$ cat src/rtl/stage3_prefetch_buffer.sv
// Instruction prefetch buffer: fetches sequential words over a single-outstanding
// read bus into a DEPTH-entry FIFO, with flush/redirect and stale-read discard.
module stage3_prefetch_buffer #(
    parameter logic [31:0] RESET_PC = 32'h80000000,
    parameter int          DEPTH    = 4
) (
    input  logic        CLK,
    input  logic        RST,
    input  logic        flush,
    input  logic [31:0] redirect_pc,
    input  logic        inst_ready,
    output logic        inst_valid,
    output logic [31:0] inst,
    output logic [31:0] inst_pc,
    output logic [31:0] bus_addr,
    output logic        bus_ren,
    output logic [3:0]  bus_byte_en,
    input  logic        bus_busy,
    input  logic [31:0] bus_rdata,
    output logic [1:0]  dbg_state_o
);

    localparam int AW = (DEPTH > 1) ? $clog2(DEPTH) : 1;
    localparam int CW = AW + 1;
    localparam logic [CW-1:0] FULL = CW'(DEPTH);

    typedef enum logic [1:0] {
        IDLE    = 2'd0,
        REQ     = 2'd1,
        DISCARD = 2'd2
    } state_t;

    state_t          state_q, state_d;
    logic [31:0]     fetch_pc_q, fetch_pc_d;
    logic [31:0]     disc_addr_q, disc_addr_d;
    logic [AW-1:0]   head_q, head_d;
    logic [AW-1:0]   tail_q, tail_d;
    logic [CW-1:0]   count_q, count_d;
    logic [31:0]     pc_mem_q   [DEPTH];
    logic [31:0]     inst_mem_q [DEPTH];

    logic complete;
    logic push;
    logic pop;
    logic unused_redirect_lsbs;

    assign unused_redirect_lsbs = ^redirect_pc[1:0];

    // Handshakes: a head entry transfers when inst_valid && inst_ready (and no
    // flush); a bus read transfers when bus_ren && !bus_busy.
    assign complete    = bus_ren && !bus_busy;
    assign push        = (state_q == REQ) && complete && !flush;
    assign pop         = inst_valid && inst_ready && !flush;

    assign inst_valid  = (count_q != '0);
    assign inst        = inst_mem_q[head_q];
    assign inst_pc     = pc_mem_q[head_q];
    assign bus_ren     = (state_q != IDLE);
    assign bus_addr    = (state_q == DISCARD) ? disc_addr_q : fetch_pc_q;
    assign bus_byte_en = 4'hF;
    assign dbg_state_o = state_q;

    always_comb begin
        count_d = count_q;
        head_d  = head_q;
        tail_d  = tail_q;
        if (flush) begin
            count_d = '0;
            head_d  = '0;
            tail_d  = '0;
        end else begin
            count_d = count_q + CW'(push) - CW'(pop);
            if (pop) head_d = head_q + AW'(1);
            if (push) tail_d = tail_q + AW'(1);
        end
    end

    always_comb begin
        state_d     = state_q;
        fetch_pc_d  = fetch_pc_q;
        disc_addr_d = disc_addr_q;
        case (state_q)
            IDLE: begin
                if (!flush && (count_q < FULL)) state_d = REQ;
            end
            REQ: begin
                // A flushed read still owns the bus until it completes; keep its address.
                if (flush) begin
                    if (complete) begin
                        state_d = IDLE;
                    end else begin
                        state_d     = DISCARD;
                        disc_addr_d = fetch_pc_q;
                    end
                end else if (complete && (count_d >= FULL)) begin
                    state_d = IDLE;
                end
            end
            DISCARD: begin
                if (complete) state_d = IDLE;
            end
            default: state_d = IDLE;
        endcase
        if (flush) begin
            fetch_pc_d = {redirect_pc[31:2], 2'b00};
        end else if (push) begin
            fetch_pc_d = fetch_pc_q + 32'd4;
        end
    end

    always_ff @(posedge CLK or posedge RST) begin
        if (RST) begin
            state_q     <= IDLE;
            fetch_pc_q  <= RESET_PC;
            disc_addr_q <= RESET_PC;
            head_q      <= '0;
            tail_q      <= '0;
            count_q     <= '0;
        end else begin
            state_q     <= state_d;
            fetch_pc_q  <= fetch_pc_d;
            disc_addr_q <= disc_addr_d;
            head_q      <= head_d;
            tail_q      <= tail_d;
            count_q     <= count_d;
        end
    end

    // Storage carries no reset; validity is tracked entirely by count_q.
    always_ff @(posedge CLK) begin
        if (push) begin
            pc_mem_q[tail_q]   <= fetch_pc_q;
            inst_mem_q[tail_q] <= bus_rdata;
        end
    end

endmodule

$ cat config.mk
export PLATFORM = sky130hd
export DESIGN_NAME = stage3_prefetch_buffer
export DESIGN_NICKNAME = d
export VERILOG_FILES = /design/src/rtl/stage3_prefetch_buffer.sv
export SDC_FILE = /design/constraint.sdc
export NUM_CORES = 1
export LEC_CHECK = 0
export ABC_AREA = 1
export CAP_MARGIN = 15
export CORE_ASPECT_RATIO = 1.75
export CORE_UTILIZATION = 30
export CTS_BUF_LIST = sky130_fd_sc_hd__clkbuf_16
export DETAILED_ROUTE_END_ITERATION = 16
export GPL_TIMING_DRIVEN = 0
export PLACE_DENSITY = 0.55
export SYNTH_ARGS = -nofsm -noshare
export SYNTH_HDL_FRONTEND = slang
export SYNTH_SLANG_ARGS = --single-unit
$ cat constraint.sdc
create_clock -name CLK -period 4.71 [get_ports CLK]
set_clock_uncertainty 0.1 [all_clocks]
set_input_delay 0.471 -clock CLK [delete_from_list [all_inputs] [get_ports CLK]]
set_output_delay 0.471 -clock CLK [all_outputs]
set_load 0.01 [all_outputs]
# Word-level counts from Yosys, hierarchy flattened
# Memories as Yosys holds them, arrays and structs flattened.
# Index checks and enable logic that the tools add are counted.
# word_totals
inputBits	69
reg_bits	73
wordCells	53
output_inout_bits	104
n_memories	2
mem_bits_rw	256
# mem_list
name	depth	word_bits	rd	rd_clocked_by_memory_dff	write_ports	line_no	source
inst_mem_q	4	32	1	0	1	40	logic [31:0] inst_mem_q [DEPTH];
pc_mem_q	4	32	1	0	1	39	logic [31:0] pc_mem_q [DEPTH];
# classes
mux	16
n_eq_ne	5
bitwise	1
n_lt_le_gt_ge	2
n_reduce_logical	16
n_addsub	5
# op_table
operator	count
two-way mux 32 bit	3
adder 32 x 3 -> 32 bit, second input constant	1
two-way mux 2 bit	9
logical AND 1 bit	7
one-hot mux 2 bit (3 select lines)	1
AND reduction 3 bit	2
nonzero test 2 bit	3
adder 2 x 1 -> 2 bit, second input constant	2
inequality test 2 bit, second input constant	2
adder 3 x 1 -> 3 bit	1
greater-or-equal comparator 3 bit, second input constant	1
less-than comparator 3 bit, second input constant	1
two-way mux 3 bit	1
inequality test 3 x 2 -> 1 bit, second input constant	1
nonzero test 3 bit	1
subtractor 3 x 1 -> 3 bit	1
equality test 2 x 1 -> 1 bit, second input constant	1
equality test 2 bit, second input constant	1
zero test 1 bit	2
zero test 2 bit	1
two-way mux 1 bit	2
NOT 1 bit	1

# Logic depth before layout (Yosys ltp)
# logic_depth
word_depth	12
depth_mapped	15
depth_no_buf	15

# Worst setup path after synthesis
# Ideal clock, no wire load.
# synth_timing
kind	register to register
start	register state_q[0] (netlist: dbg_state_o[0])
end	memory inst_mem_q[0][0] (enable)
arrival_ns	3.538
path_stages_with_launch	7
period_less_slack_ns	4.120
required_time_ns	4.128
setup_ns	0.482
n_path_buf	0
setup_slack_ns	0.590
path_cell_list	dfrtp_1 -> inv_1 -> nor2_1 -> nand2_2 -> nor2_4 -> inv_2 -> nor2_1
# synth_between
elab_chain_len	6
word_cells_on_any_way	7
classes_between	eq/ne: 1; mux: 2; reduce/logical: 4
# synth_rtl
element	line_no	source
start: declaration	33	state_t state_q, state_d;
start signal: assignment	120	state_q <= state_d;
nonzero test 2 bit	58	assign bus_ren = (state_q != IDLE);
logical AND 1 bit	51	assign complete = bus_ren && !bus_busy;
logical AND 1 bit * (2 in series)	52	assign push = (state_q == REQ) && complete && !flush;
two-way mux 1 bit *	131	if (push) begin
two-way mux 1 bit (implied by the code) *	133	inst_mem_q[tail_q] <= bus_rdata;
end: declaration	40	
# Mark *: on every way between the ends. The rest lies on a longest branch, timed or not.

# Worst setup path after layout
# layout_timing
start	register head_q[0]
end	output inst_pc[10]
# layout_between
elab_chain_len	1
# layout_rtl
element	line_no	source
start: declaration	36	logic [AW-1:0] head_q, head_d;
start signal: assignment	116	head_q <= '0;
start signal: assignment	123	head_q <= head_d;
memory read (4 x 32 bit)	n/a	
end: declaration	14	output logic [31:0] inst_pc,
# No other way between the ends.

==> summary.txt <==
Status
  – Outcome: complete, no violations

Logic synthesis
  – XOR/XNOR share of the synthesized area: 0.659%
  – Post-synthesis cell count: 1197
  – Sequential fraction of the synthesis area: 69.1%
  – Post-synthesis adder-cell area fraction: 0.810%
  – EDFF count, synth: 248
  – Yosys warning total: 0
  – Main synth FF type: edfxtp_1
  – Post-synthesis register bit count: 317
  – Area share of and/or/nand/nor cells after synthesis: 14.0%
  – Distinct cells, synth: 34
  – Synth Area in Compound Gates: 11.2%
  – Avg Cell Area, Syn: 11.1 µm²
  – Largest family of logic cells by synthesized area: simple AND/OR/NAND/NOR gates
  – Synth Cell Area: 13300 µm²
  – Mux contribution to synthesized area: 0%
  – Synth async-reset ratio: 21.8%

Power and ir drop
  – Pwr Density: 516 nW/µm²
  – Pint: 5.88 mW
  – Switching Fraction: 32.6%
  – Leak: 6.19 nW
  – Switching pwr: 2.84 mW
  – Clock power share: 28.6%
  – Sequential share of power: 41.3%
  – Peak supply drop: 0.315 mV
  – Comb pwr share: 30.1%
  – Tot Pwr: 8.72 mW

Clock tree
  – CTS tree: yes
  – Resize count post-CTS: 0
  – Clock Latency Late Sink: 570 ps
  – Total CTS buffers: 31
  – Htree depth: 1
  – Post-CTS Setup Inserts: 0
  – Root Driver: clkbuf_16
  – CTS Sinks: 317
  – Clock transition at path regs: 60 ps
  – Hold-fix buffers, CTS: 0
  – Max clock buf depth: 3

Finish
  – Share of cells above drive strength 1: 7.69%
  – Layout Utilization: 38.9%
  – Most common cell after layout, fill and taps aside: edfxtp_1
  – Most frequent cells in the layout: 248 x edfxtp_1, 198 x nor2_1, 176 x nand2_1
  – Syn-to-layout area delta: 27.3%
  – NumNets Final: 1484

Setup path
  – Crit path launch type: flop
  – Critical Path Sink Type: primary output
  – CP Max Fanout: 10
  – Data required, critical path: 4140 ps
  – Crit Path Class: reg2out
  – Worst EP arrival: 3020 ps

Hold path
  – Hold WC Path Type: in2async

Timing
  – Fmax: 278 MHz
  – Unrepaired setup endpoints after global routing: no
  – Fin crit period: 3590 ps
  – Measured slew at the worst slew-check pin: 831 ps
  – Final Hold Fails: 0
  – Final worst-path cycle share: 76.3%
  – Worst rel slew slack: 44.5%
  – Slew Viols, Final: 0
  – Setup TNS: 0 ps
  – Final setup vio count: 0

Detailed routing
  – DR WL/cell: 19.5 µm
  – Initial DRC count: 527
  – Residual DRC: 0
  – Post-DRT Antenna Nets: 0
  – First-pass DRT Iterations: 5
  – Post-Route WL: 38900 µm
  – Routed vias: 9475
  – Vias per Instance: 4.74

Global routing
  – First-pass GRT wire length: 58600 µm
  – Initial antenna violation count: 1
  – Vias in the first global route: 9723
  – Congestion Overflow GR: 0
  – Largest net degree at the start of global routing: 62
  – All-Layer GR Usage: 17.3%

Run
  – Max-cap violations: 0

Placement
  – Final Wtd Congestion: 0.858
  – Port Buffer Count: 161
  – Detailed Place HPWL: 27900 µm

Floorplan
  – DIE AREA: 45200 µm²
  – Chip width: 161 µm
  – Die Y-Extent: 280 µm
  – FP Rows: 101
  – Core ar.: 43500 µm²
  – I/O pin cnt: 173
  – Initial Utilization: 30.6%
==> sequential cells by signal, summed over array words and instances (netlist names) <==
register	count
disc_addr_q	30
pc_mem_q	120
dbg_state_o	2
count_q	3
fetch_pc_q	30
head_q	2
tail_q	2
inst_mem_q	128
==> synthesized netlist by cell type, drive strengths merged, types with 2 or more instances <==
library cell	count	area, µm²
dfrtp	67	1680
nand2	182	713
o22ai	62	388
buf	25	146
nor2	213	857
clkbuf	45	169
conb	2	7.51
nand4	2	12.5
edfxtp	248	7450
ha	7	87.6
xor2	9	78.8
dfstp	2	52.6
clkinv	2	7.51
a31oi	2	12.5
inv	63	236
o211ai	7	52.6
o21ai	166	831
a21oi	35	175
nand3	48	245
o21bai	4	30.0
==> final timing paths <==
check,slack (ps),from,end,depth (start not counted)
setup / recovery,1120,head_q[0],inst_pc[10],6
hold / removal,70,RST,disc_addr_q[9],2
setup reg to reg,1880,dbg_state_o[1],dbg_state_o[0],13
hold reg to reg,390,disc_addr_q[16],disc_addr_q[16],2
max in group asynchronous,3830,RST,fetch_pc_q[31],3
min in group CLK,240,flush,dbg_state_o[0],4
==> critical path, cell delays in order (launching register included) <==
cell and delay [ps]:
dfrtp_1 320, buf_2 220, buf_2 300, clkbuf_1 580, nor2_1 110, o22ai_1 310
clkdlybuf4s50_1 610
==> layout make-up <==
cell class	count	area, µm²
fillers	4262	26600
flip-flops and latches	317	9180
multi-input cells	751	3600
repair buffers	171	1840
clock buffers	31	776
well taps	566	708
plain buffers	70	315
inverters	65	246
clock inverters	25	239
diodes	1	2.50
==> per-layer routing <==
metal | wire, µm | up-vias | track usage (%)
met4 | 1590 | 0 | 7.62
met1 | 14800 | 4601 | 18.7
met2 | 21200 | 232 | 33.3
met3 | 1260 | 64 | 1.73
li1 | - | 4578 | -
met5 | 0 | - | 0
==> metrics by stage <==
| stage | cells | hold WS, ps | cell area, µm² | setup slack (ps) |
|---|---|---|---|---|
| 6_report | 1997 | 68.8 | 16900 | 1120 |
| 5_1_grt | 1997 | 68.4 | 16900 | 983 |
| 4_1_cts | 1996 | 56.5 | 16900 | 1010 |
| 3_5_place_dp | 1940 | 376 | 15900 | 1460 |
| 3_3_place_gp | 1930 | 367 | 15600 | -2560 |
| 2_1_floorplan | 1203 | 354 | 13300 | 590 |
==> power by group through the flow <==
| stage | combinational (mW) | clock, mW | sequential [mW] |
|---|---|---|---|
| 4_1_cts | 2.70 | 2.55 | 3.60 |
| 3_3_place_gp | 2.64 | 0 | 3.66 |
| 6_report | 2.63 | 2.49 | 3.60 |
| 2_1_floorplan | 1.28 | 0 | 3.59 |
| 5_1_grt | 2.89 | 2.66 | 3.64 |
| 3_5_place_dp | 2.69 | 0 | 3.65 |
==> cell families (layout without fill, tap and decap cells) <==
kind of cell,count (synthesis),after routing
adders and majority gates,8,8
AOI/OAI and AO/OA,276,276
and+or+nand+nor,449,449
other,2,9
buffers and inverters,135,362
DFF,317,317
xor gates and xnor gates,10,10
No activity file was read; power rests on OpenSTA's default activity.
